<file path="src/rtl/fish_pkg.sv">
// Shared types and constants for the fishing-scene tick sequencer:
// scheduler states, per-level fish geometry and reel rise-rate thresholds.
package fish_pkg;

    typedef enum logic [1:0] {
        ST_ARM    = 2'd0,
        ST_SWIM   = 2'd1,
        ST_HOOKED = 2'd2,
        ST_WIN    = 2'd3
    } state_t;

    typedef struct packed {
        logic [9:0] y;
        logic [5:0] w;
        logic [3:0] hh;
        logic [3:0] window;
    } level_geom_t;

    localparam level_geom_t LEVEL0_GEOM = '{y: 10'd470, w: 6'd60, hh: 4'd10, window: 4'd15};
    localparam level_geom_t LEVEL1_GEOM = '{y: 10'd380, w: 6'd40, hh: 4'd8,  window: 4'd10};
    localparam level_geom_t LEVEL2_GEOM = '{y: 10'd290, w: 6'd20, hh: 4'd5,  window: 4'd5};
    localparam level_geom_t LEVEL3_GEOM = '{y: 10'd200, w: 6'd10, hh: 4'd3,  window: 4'd3};

    localparam logic [1:0] LAST_LEVEL       = 2'd3;
    localparam logic [3:0] REEL_RATE_THRESH = 4'd9;

    localparam int ARM_TICKS_DEFAULT = 400;
    localparam int SWIM_STEP_DEFAULT = 2;
    localparam int X_START_DEFAULT   = 798;
    localparam int X_END_DEFAULT     = 144;
    localparam int SURFACE_Y_DEFAULT = 106;

    // Fast reeling lifts the line two pixels, exactly-threshold reeling one.
    function automatic logic [1:0] rise_rate(input logic [3:0] r);
        if (r > REEL_RATE_THRESH)
            return 2'd2;
        else if (r == REEL_RATE_THRESH)
            return 2'd1;
        else
            return 2'd0;
    endfunction

endpackage

</file>
<file path="src/rtl/fish_level_rom.sv">
// Level geometry lookup: level index to fish y, width, half-height and
// the horizontal catch window.
module fish_level_rom
    import fish_pkg::*;
(
    input  logic [1:0]  level,
    output level_geom_t geom
);

    always_comb begin
        // NOTE: default assignment first so no path through the case can infer a latch.
        geom = LEVEL0_GEOM;
        case (level)
            2'd1:    geom = LEVEL1_GEOM;
            2'd2:    geom = LEVEL2_GEOM;
            2'd3:    geom = LEVEL3_GEOM;
            default: geom = LEVEL0_GEOM;
        endcase
    end

endmodule

</file>
<file path="src/rtl/fish_scheduler.sv">
// Game-tick sequencer: arms and launches each fish, sweeps it across the
// water, detects the hook catch, reels it up and steps through the levels.
module fish_scheduler
    import fish_pkg::*;
#(
    parameter int ARM_TICKS = ARM_TICKS_DEFAULT,
    parameter int SWIM_STEP = SWIM_STEP_DEFAULT,
    parameter int X_START   = X_START_DEFAULT,
    parameter int X_END     = X_END_DEFAULT,
    parameter int SURFACE_Y = SURFACE_Y_DEFAULT
) (
    input  logic       clk,
    input  logic       rst,
    input  logic       move,
    input  logic       grab,
    input  logic [8:0] reel,
    input  logic [9:0] hook_x,
    input  logic [9:0] hook_y,
    output logic [9:0] fxpos,
    output logic [9:0] fypos,
    output logic [5:0] fish_w,
    output logic [3:0] fish_hh,
    output logic [1:0] level,
    output logic       fish_vis,
    output logic       hooked,
    output logic [1:0] reel_dy,
    output logic       win
);

    localparam int CNT_W = $clog2(ARM_TICKS + 1);

    localparam logic [CNT_W-1:0] ARM_LIMIT = CNT_W'(ARM_TICKS);
    localparam logic [9:0]       X_START_V = 10'(X_START);
    localparam logic [9:0]       X_END_V   = 10'(X_END);
    localparam logic [9:0]       STEP_V    = 10'(SWIM_STEP);
    localparam logic [9:0]       SURFACE_V = 10'(SURFACE_Y);
    localparam logic [9:0]       Y_RESET   = LEVEL0_GEOM.y;

    state_t           state;
    logic [CNT_W-1:0] arm_cnt;

    level_geom_t geom;
    level_geom_t geom_next;

    fish_level_rom u_rom_cur (
        .level (level),
        .geom  (geom)
    );

    fish_level_rom u_rom_next (
        .level (level + 2'd1),
        .geom  (geom_next)
    );

    assign fish_w  = geom.w;
    assign fish_hh = geom.hh;

    // Bounds widened to 11 bits so the upper edges never wrap; the lower y edge floors at 0.
    logic [10:0] x_hi;
    logic [10:0] y_hi;
    logic [9:0]  y_lo;
    logic        catch_hit;
    logic [1:0]  rate;

    always_comb begin
        x_hi      = {1'b0, fxpos} + {7'd0, geom.window};
        y_hi      = {1'b0, fypos} + {7'd0, geom.hh};
        y_lo      = (fypos >= {6'd0, geom.hh}) ? (fypos - {6'd0, geom.hh}) : 10'd0;
        catch_hit = grab
                 && (hook_x >= fxpos) && ({1'b0, hook_x} <= x_hi)
                 && (hook_y >= y_lo)  && ({1'b0, hook_y} <= y_hi);
        rate      = rise_rate(reel[8:5]);
    end

    logic unused_bits;
    assign unused_bits = ^{reel[4:0], geom_next.w, geom_next.hh, geom_next.window};

    always_ff @(posedge clk or posedge rst) begin
        if (rst) begin
            state    <= ST_ARM;
            level    <= 2'd0;
            arm_cnt  <= '0;
            fxpos    <= X_START_V;
            fypos    <= Y_RESET;
            fish_vis <= 1'b0;
            hooked   <= 1'b0;
            reel_dy  <= 2'd0;
            win      <= 1'b0;
        end else begin
            case (state)
                ST_ARM: begin
                    fxpos <= X_START_V;
                    fypos <= geom.y;
                    if (move && arm_cnt != ARM_LIMIT)
                        arm_cnt <= arm_cnt + CNT_W'(1);
                    if (arm_cnt == ARM_LIMIT) begin
                        state    <= ST_SWIM;
                        fish_vis <= 1'b1;
                    end
                end

                ST_SWIM: begin
                    if (catch_hit) begin
                        state  <= ST_HOOKED;
                        hooked <= 1'b1;
                        fxpos  <= hook_x;
                    end else if (fxpos == X_END_V) begin
                        state    <= ST_ARM;
                        fish_vis <= 1'b0;
                        fxpos    <= X_START_V;
                        arm_cnt  <= '0;
                    end else begin
                        fxpos <= fxpos - STEP_V;
                    end
                end

                ST_HOOKED: begin
                    // Landing tests the pre-decrement y, so one extra rise lands past the surface.
                    if (fypos < SURFACE_V) begin
                        hooked   <= 1'b0;
                        fish_vis <= 1'b0;
                        reel_dy  <= 2'd0;
                        if (level != LAST_LEVEL) begin
                            state   <= ST_ARM;
                            level   <= level + 2'd1;
                            fxpos   <= X_START_V;
                            fypos   <= geom_next.y;
                            arm_cnt <= '0;
                        end else begin
                            state <= ST_WIN;
                            win   <= 1'b1;
                        end
                    end else begin
                        fxpos   <= hook_x;
                        fypos   <= fypos - {8'd0, rate};
                        reel_dy <= rate;
                    end
                end

                ST_WIN: begin
                    if (move) begin
                        state   <= ST_ARM;
                        win     <= 1'b0;
                        level   <= 2'd0;
                        fxpos   <= X_START_V;
                        fypos   <= Y_RESET;
                        arm_cnt <= '0;
                    end
                end

                default: state <= ST_ARM;
            endcase
        end
    end

endmodule

</file>
<file path="config.mk">
export PLATFORM = sky130hd
export DESIGN_NAME = fish_scheduler
export DESIGN_NICKNAME = d
export VERILOG_FILES = /design/src/rtl/fish_pkg.sv /design/src/rtl/fish_level_rom.sv /design/src/rtl/fish_scheduler.sv
export SDC_FILE = /design/constraint.sdc
export NUM_CORES = 1
export LEC_CHECK = 0
export BUFFER_PORTS_ARGS = -buffer_cell sky130_fd_sc_hd__buf_2
export CORE_MARGIN = 3
export CORE_UTILIZATION = 55
export DETAILED_ROUTE_END_ITERATION = 10
export PLACE_DENSITY = 0.79
export SYNTH_ARGS = -nofsm -noshare
export SYNTH_HDL_FRONTEND = slang
export SYNTH_SLANG_ARGS = --single-unit
</file>
<file path="constraint.sdc">
create_clock -name clk -period 5.46 [get_ports clk]
set_input_delay 1.092 -clock clk [delete_from_list [all_inputs] [get_ports clk]]
set_output_delay 1.092 -clock clk [all_outputs]
set_load 0.02 [all_outputs]
</file>
==> impl_results.md, run 1 <==
* Slew @ Worst Pin at 1074 ps
* Most frequent cells in the layout: 68 x ha_1, 67 x nand2_1, 63 x buf_2
* Area Growth Syn to Fin at 8.568%
* ANT cells at 0
* LEAKAGE at 0.002283 uW
* Die area at 9554 um^2
* Hold slack at 503.0 ps
* Worst min path class: reg -> reg
* EDFF count, synth at 0
* Largest family of logic cells by synthesized area: compound AO/OA/AOI/OAI gates
* Reg2reg start: level[1]$_DFFE_PP0P_
* Routed len/inst at 16.95 um
* Core box area at 7928 um^2
* Commonest non-fill, non-tap cell in the layout: ha_1
* Final WL at 12.08 mm
* Crit path required time at 5660 ps
* Fraction of registers with async set/reset at 1.000
* Post-CTS Setup Bufs at 0
* Synthesized net count at 673
* Chip Width at 97.75 um
* Clock Skew at 11.26 ps
* Hpwl dp at 9.357 mm
* Kind of critical path: reg -> reg
* Crit start category: register
* Yosys cell types at 77
* Vias in the first global route at 4210
* Period utilization at 0.9216
* Vias per inst at 6.109
* Io pins at 70
* Synth Area in Compound Gates at 0.2386
* Met1 Usage GRT at 0.3320
* Clock slew at reported path FFs at 70 ps
* Num CTS Buffers at 5
* Die height at 97.75 um
* GRT met2 Usage at 0.4275
* Beginning of the worst hold path: reel_dy[0]$_DFFE_PP0P_
* Largest net degree at the start of global routing at 39
* Slew Viols, Final at 0
* Outcome: finished clean
* GRT Total Usage at 0.2513
* Sink Count at 38
* Max cap viols at 0
* GR Util met3 at 0.04000
* Adder-cell share of the synthesized area at 0.2011
* Unrepaired setup endpoints after global routing: no
* FMAX at 0.1987 GHz
* Register area share after synthesis at 0.2086
* Synth Area per Inst at 8.150 um^2
* Post-CTS sizing at 0
* Initial core utilization at 0.5840
* Root Buffer: clkbuf_8
* GRT overflow at 0
* Final ANT Viol Nets at 0
* Number of buffers inserted by port buffering at 63
* Final core occ at 0.6340
* Post-Syn Area at 4629 um^2
* Post-Synth XOR/XNOR Area at 0.05486
* Gr busiest metal: met2
* Drt first pass iters at 5
* #FFs+latches synth at 38
* Vias at 4356
* Dpl cells at 705
* CP endpoint kind: register
* Post-Synth Simple-Gate Area at 0.2095
* RePlAce Congestion at 0.9155
* Fin crit period at 5032 ps
* Multiplexer area fraction after synthesis at 0.01946
* Final hold vios at 0
* Final setup fails at 0
* Syn. warnings at 0
* Slew HR at 0.2838
* Area occupied by registers at 965.9 um^2
* TritonCTS clock tree: yes
* Peak supply drop at 0.4048 mV
* H-Tree Level Count at 2
* Row count at 32
* Initial antenna violation count at 0
* CTS Buffer Depth at 2
* Worst-path fanout max at 12
* Critical path startpoint: level[1]$_DFFE_PP0P_
* First-pass GRT wire length at 20.11 mm
* CTS Hold Bufs at 0
* Layout Cells excl Fill at 713
* Final TNS setup at 0 ps
* Arr. time, crit path at 5230 ps
* Main flop type after synthesis: dfrtp_1
* Clock latency on the worst-skew pair at 290 ps
* Residual DRC count at 0
* Synth Instances at 568
* Post-layout nets at 715
* Fraction of layout cells with a size suffix above 1 at 0.1866
* Footprint of the multi-input gates at 3353 um^2
* FILL cells at 702
* Initial DRC Count at 308
* Power density cells at 666.1 nW/um^2
## flip-flops by register name (all words and copies together) (netlist names)
signal    count
fxpos        10
fypos        10
arm_cnt       9
level         2
reel_dy       2
state         2
fish_vis      1
hooked        1
win           1
## worst max-delay path, cell delays in order, from the launching register on
cell and delay, ps:
dfrtp_1 470, inv_1 120, ha_1 390, inv_1 160
ha_1 350, a21oi_1 150, nor2_1 60, nor2_1 160
nor2b_1 80, o21ai_0 280, nor2_1 100, xnor2_1 140
ha_1 300, nand4_1 130, a211oi_1 310, a211oi_1 110
a311oi_1 570, nand2b_1 250, o21ai_2 180, or2_1 370
o31ai_2 260
## path summary, 6_finish.rpt
check,end,slack (ps),depth (start not counted)
max in group asynchronous,fxpos[9]$_DFFE_PP1P_,4190,3
min,reel_dy[0]$_DFFE_PP0P_,500,1
min in group asynchronous,fypos[3]$_DFFE_PP0P_,900,3
max reg2reg,arm_cnt[7]$_DFFE_PP0P_,430,20
max,arm_cnt[7]$_DFFE_PP0P_,430,20
min reg2reg,reel_dy[0]$_DFFE_PP0P_,500,1
## layout make-up
class | count | area share
Clock buffer | 7 | 0.01718
Tap cell | 102 | 0.02539
Multi-Input combinational cell | 460 | 0.6672
Timing Repair Buffer | 67 | 0.06871
Inverter | 38 | 0.02838
Sequential cell | 38 | 0.1922
Clock inverter | 1 | 0.0009958
## cells in the mapped netlist, types with 3 or more instances
master	number	area, um^2
buf_4	6	45.04
dfrtp_1	26	650.6
a21o_1	3	22.52
mux2i_1	9	90.09
o31ai_1	3	22.52
nor2_1	39	146.4
a31oi_1	10	62.56
and2_1	4	25.02
fa_1	4	80.08
xnor2_1	16	140.1
nand4_1	8	50.05
a2bb2oi_1	3	26.28
nand2b_1	6	37.54
a211oi_1	6	45.04
nor3_1	12	60.06
o211ai_1	4	30.03
clkbuf_1	15	56.30
nor4_1	3	18.77
xor2_1	13	113.9
nand3b_1	3	22.52
nor2b_1	7	43.79
and3_1	3	18.77
buf_2	8	40.04
o21ai_0	48	240.2
nand3_1	22	110.1
dfstp_2	12	315.3
a21oi_1	24	120.1
ha_1	68	850.8
o21ai_1	11	55.05
or3_1	4	25.02
o31ai_2	5	62.56
inv_1	36	135.1
nand2_1	67	251.5
o21a_1	3	22.52
o21bai_1	4	30.03
## where the power goes
group / total (uW) / internal (uW) / switching (uW)
combinational: 2520 / 992 / 1530
sequential: 622 / 424 / 198
clock: 202 / 102 / 99.6
total: 3350 / 1520 / 1830
## through the flow
stage | setup WS (ps) | instance area [um^2] | total power [uW]
floorplan | 856.2 | 4629 | 2550
global placement | 791.6 | 4935 | 3016
detailed placement | 532.6 | 4935 | 3128
CTS | 503.1 | 5026 | 3347
global route | 12.45 | 5026 | 3714
finish | 427.8 | 5026 | 3348
## cells by family (layout without fill, tap and decap cells)
family / after synthesis / count (layout)
simple gates: 193 / 193
flops: 38 / 38
buf+inv: 70 / 113
compound gates: 156 / 156
mux: 9 / 9
xor+xnor: 29 / 29
fa+ha+maj: 72 / 72
other cells: 1 / 1
## layer usage
| metal | part of all wire | wire (um) |
|---|---|---|
| met1 | 0.43 | 5234 |
| met2 | 0.48 | 5843 |
| met3 | 0.064 | 770 |
| met4 | 0.019 | 233 |
| met5 | 0 | 0 |
(Power assumes the default switching activity.)
==> inputs of run 2 (changes only) <==
==> constraint.sdc (replaced) <==
create_clock -name clk -period 5.46 [get_ports clk]
set_input_delay 1.092 -clock clk [delete_from_list [all_inputs] [get_ports clk]]
set_output_delay 1.092 -clock clk [all_outputs]
set_load 0.05 [all_outputs]
==> run 2 against run 1 <==
  * Core utilization is essentially flat
  * Die area is the same
  * Wire length shrank 1.0%
  * Clock skew is essentially flat
  * Count of clock-buffer cells in the layout is the same
  * Worst hold slack lost 3.6 ps
  * First-iteration DRC count grew 1.3%
  * Via count shrank 0.85%
  * Sequential share of layout area is essentially flat
  * Worst setup slack lost 13 ps
  * Fmax shrank 0.26%
  * Register-to-register slack is essentially flat
  * Critical path type unchanged
  * Largest cell class unchanged
  * Highest routed layer unchanged
==> impl_results.md, run 2 (synthesis results as in run 1) <==
* Fraction of layout cells with a size suffix above 1 at 0.1885 (was 0.1866)
* GRT overflow at 0 (unchanged)
* Clock Skew at 11.20 ps (was 11.26 ps)
* Vias in the first global route at 4137 (was 4210)
* Outcome: finished clean (unchanged)
* Sink Count at 38 (unchanged)
* Reg2reg start: level[0]$_DFFE_PP0P_ (was level[1]$_DFFE_PP0P_)
* Io pins at 70 (unchanged)
* Unrepaired setup endpoints after global routing: no (unchanged)
* Post-CTS Setup Bufs at 0 (unchanged)
* Residual DRC count at 0 (unchanged)
* Slew HR at 0.2730 (was 0.2838)
* Drt first pass iters at 5 (unchanged)
* H-Tree Level Count at 2 (unchanged)
* Vias at 4319 (was 4356)
* Beginning of the worst hold path: reel_dy[0]$_DFFE_PP0P_ (unchanged)
* Gr busiest metal: met2 (unchanged)
* CTS Buffer Depth at 2 (unchanged)
* Initial core utilization at 0.5840 (unchanged)
* CP endpoint kind: register (unchanged)
* GR Util met3 at 0.03714 (was 0.04000)
* Slew @ Worst Pin at 1091 ps (was 1074 ps)
* Commonest non-fill, non-tap cell in the layout: ha_1 (unchanged)
* Area Growth Syn to Fin at 8.595% (was 8.568%)
* Crit path required time at 5630 ps (was 5660 ps)
* RePlAce Congestion at 0.8816 (was 0.9155)
* Kind of critical path: reg -> reg (unchanged)
* Hpwl dp at 9.279 mm (was 9.357 mm)
* Final WL at 11.96 mm (was 12.08 mm)
* Max cap viols at 0 (unchanged)
* GRT Total Usage at 0.2498 (was 0.2513)
* Core box area at 7928 um^2 (unchanged)
* Cell depth of the worst flop-to-flop path at 21 (was 20)
* TritonCTS clock tree: yes (unchanged)
* Chip Width at 97.75 um (unchanged)
* Slew Viols, Final at 0 (unchanged)
* Final hold vios at 0 (unchanged)
* ANT cells at 0 (unchanged)
* Critical path startpoint: level[0]$_DFFE_PP0P_ (was level[1]$_DFFE_PP0P_)
* Fin crit period at 5045 ps (was 5032 ps)
* Final ANT Viol Nets at 0 (unchanged)
* Die height at 97.75 um (unchanged)
* Arr. time, crit path at 5220 ps (was 5230 ps)
* First-pass GRT wire length at 20.16 mm (was 20.11 mm)
* Initial DRC Count at 312 (was 308)
* Routed len/inst at 16.80 um (was 16.95 um)
* CTS Hold Bufs at 0 (unchanged)
* Root Buffer: clkbuf_8 (unchanged)
* Period utilization at 0.9241 (was 0.9216)
* Most frequent cells in the layout: 68 x ha_1, 67 x nand2_1, 63 x buf_2 (unchanged)
* FMAX at 0.1982 GHz (was 0.1987 GHz)
* Row count at 32 (unchanged)
* Post-layout nets at 714 (was 715)
* Final TNS setup at 0 ps (unchanged)
* Clock slew at reported path FFs at 80 ps (was 70 ps)
* Leading registers by flop count: fxpos (10), fypos (10), arm_cnt (9) (unchanged)
* Met1 Usage GRT at 0.3424 (was 0.3320)
* Largest net degree at the start of global routing at 39 (unchanged)
* Vias per inst at 6.066 (was 6.109)
* Initial antenna violation count at 0 (unchanged)
* Footprint of the multi-input gates at 3362 um^2 (was 3353 um^2)
* Final setup fails at 0 (unchanged)
* FILL cells at 701 (was 702)
* GRT met2 Usage at 0.4228 (was 0.4275)
* Clock latency on the worst-skew pair at 290 ps (about the same)
* Num CTS Buffers at 5 (unchanged)
* Die area at 9554 um^2 (unchanged)
* Crit start category: register (unchanged)
* Worst-path fanout max at 16 (was 12)
* Worst min path class: reg -> reg (unchanged)
* Area occupied by registers at 965.9 um^2 (unchanged)
* Hold Path Stages at 1 (unchanged)
* Number of buffers inserted by port buffering at 63 (unchanged)
run 2: path summary, 6_finish.rpt:
| path | slack (ps) | end |
|---|---|---|
| max in group asynchronous | 4170 | fxpos[9]$_DFFE_PP1P_ |
| setup reg to reg | 410 | state[1]$_DFFE_PP0P_ |
| setup / recovery | 410 | state[1]$_DFFE_PP0P_ |
| hold / removal | 500 | reel_dy[0]$_DFFE_PP0P_ |
| hold reg to reg | 500 | reel_dy[0]$_DFFE_PP0P_ |
| min in group asynchronous | 910 | reel_dy[1]$_DFFE_PP0P_ |
run 2: final cells by class:
type / instances / area share
flip-flops and latches: 38 / 0.1921
inverters: 38 / 0.02837
well taps: 102 / 0.02539
multi-input cells: 460 / 0.6687
repair buffers: 66 / 0.06720
clock buffers: 7 / 0.01717
clock inverters: 1 / 0.0009955
run 2: repair_timing:
item,4_1_cts,5_1_grt
setup endpoints to repair,0,7
resized for setup,0,1
hold endpoints to repair,0,0
run 2: metrics by stage:
step	util	setup WS [ps]	hold WS (ps)	cell area, um^2	instances
after global routing	0.6342	18.99	524.1	5027	712
after CTS	0.6334	356.8	501.2	5021	712
final	0.6342	414.6	499.4	5027	712
after detailed placement	0.6218	379.5	476.8	4930	704
after global placement	0.6218	595.3	475.1	4930	704
after floorplan	-	253.3	479.7	4632	568
run 2: critical path, cell delays in order (launching register included):
cell,delay [ps]
dfrtp_1,530
inv_1,220
ha_1,320
nor2_1,150
nor2_2,70
ha_1,210
fa_1,410
inv_1,70
a21oi_1,70
o21bai_1,310
nor2_1,100
nand2_1,220
nand2_1,90
ha_1,310
o211ai_1,90
a21oi_1,140
o41ai_1,110
a21oi_1,370
nand2_1,210
nor2_4,440
o2111ai_1,230
a32o_1,240
run 2: layer usage:
| layer | routed length (um) | part of all wire |
|---|---|---|
| met5 | 0 | 0 |
| met4 | 122 | 0.010 |
| met3 | 735 | 0.061 |
| met2 | 5831 | 0.49 |
| met1 | 5271 | 0.44 |
Power of run 2 is not shown: default switching activity piles up to over one toggle a cycle in this logic, so the estimate is an artifact.
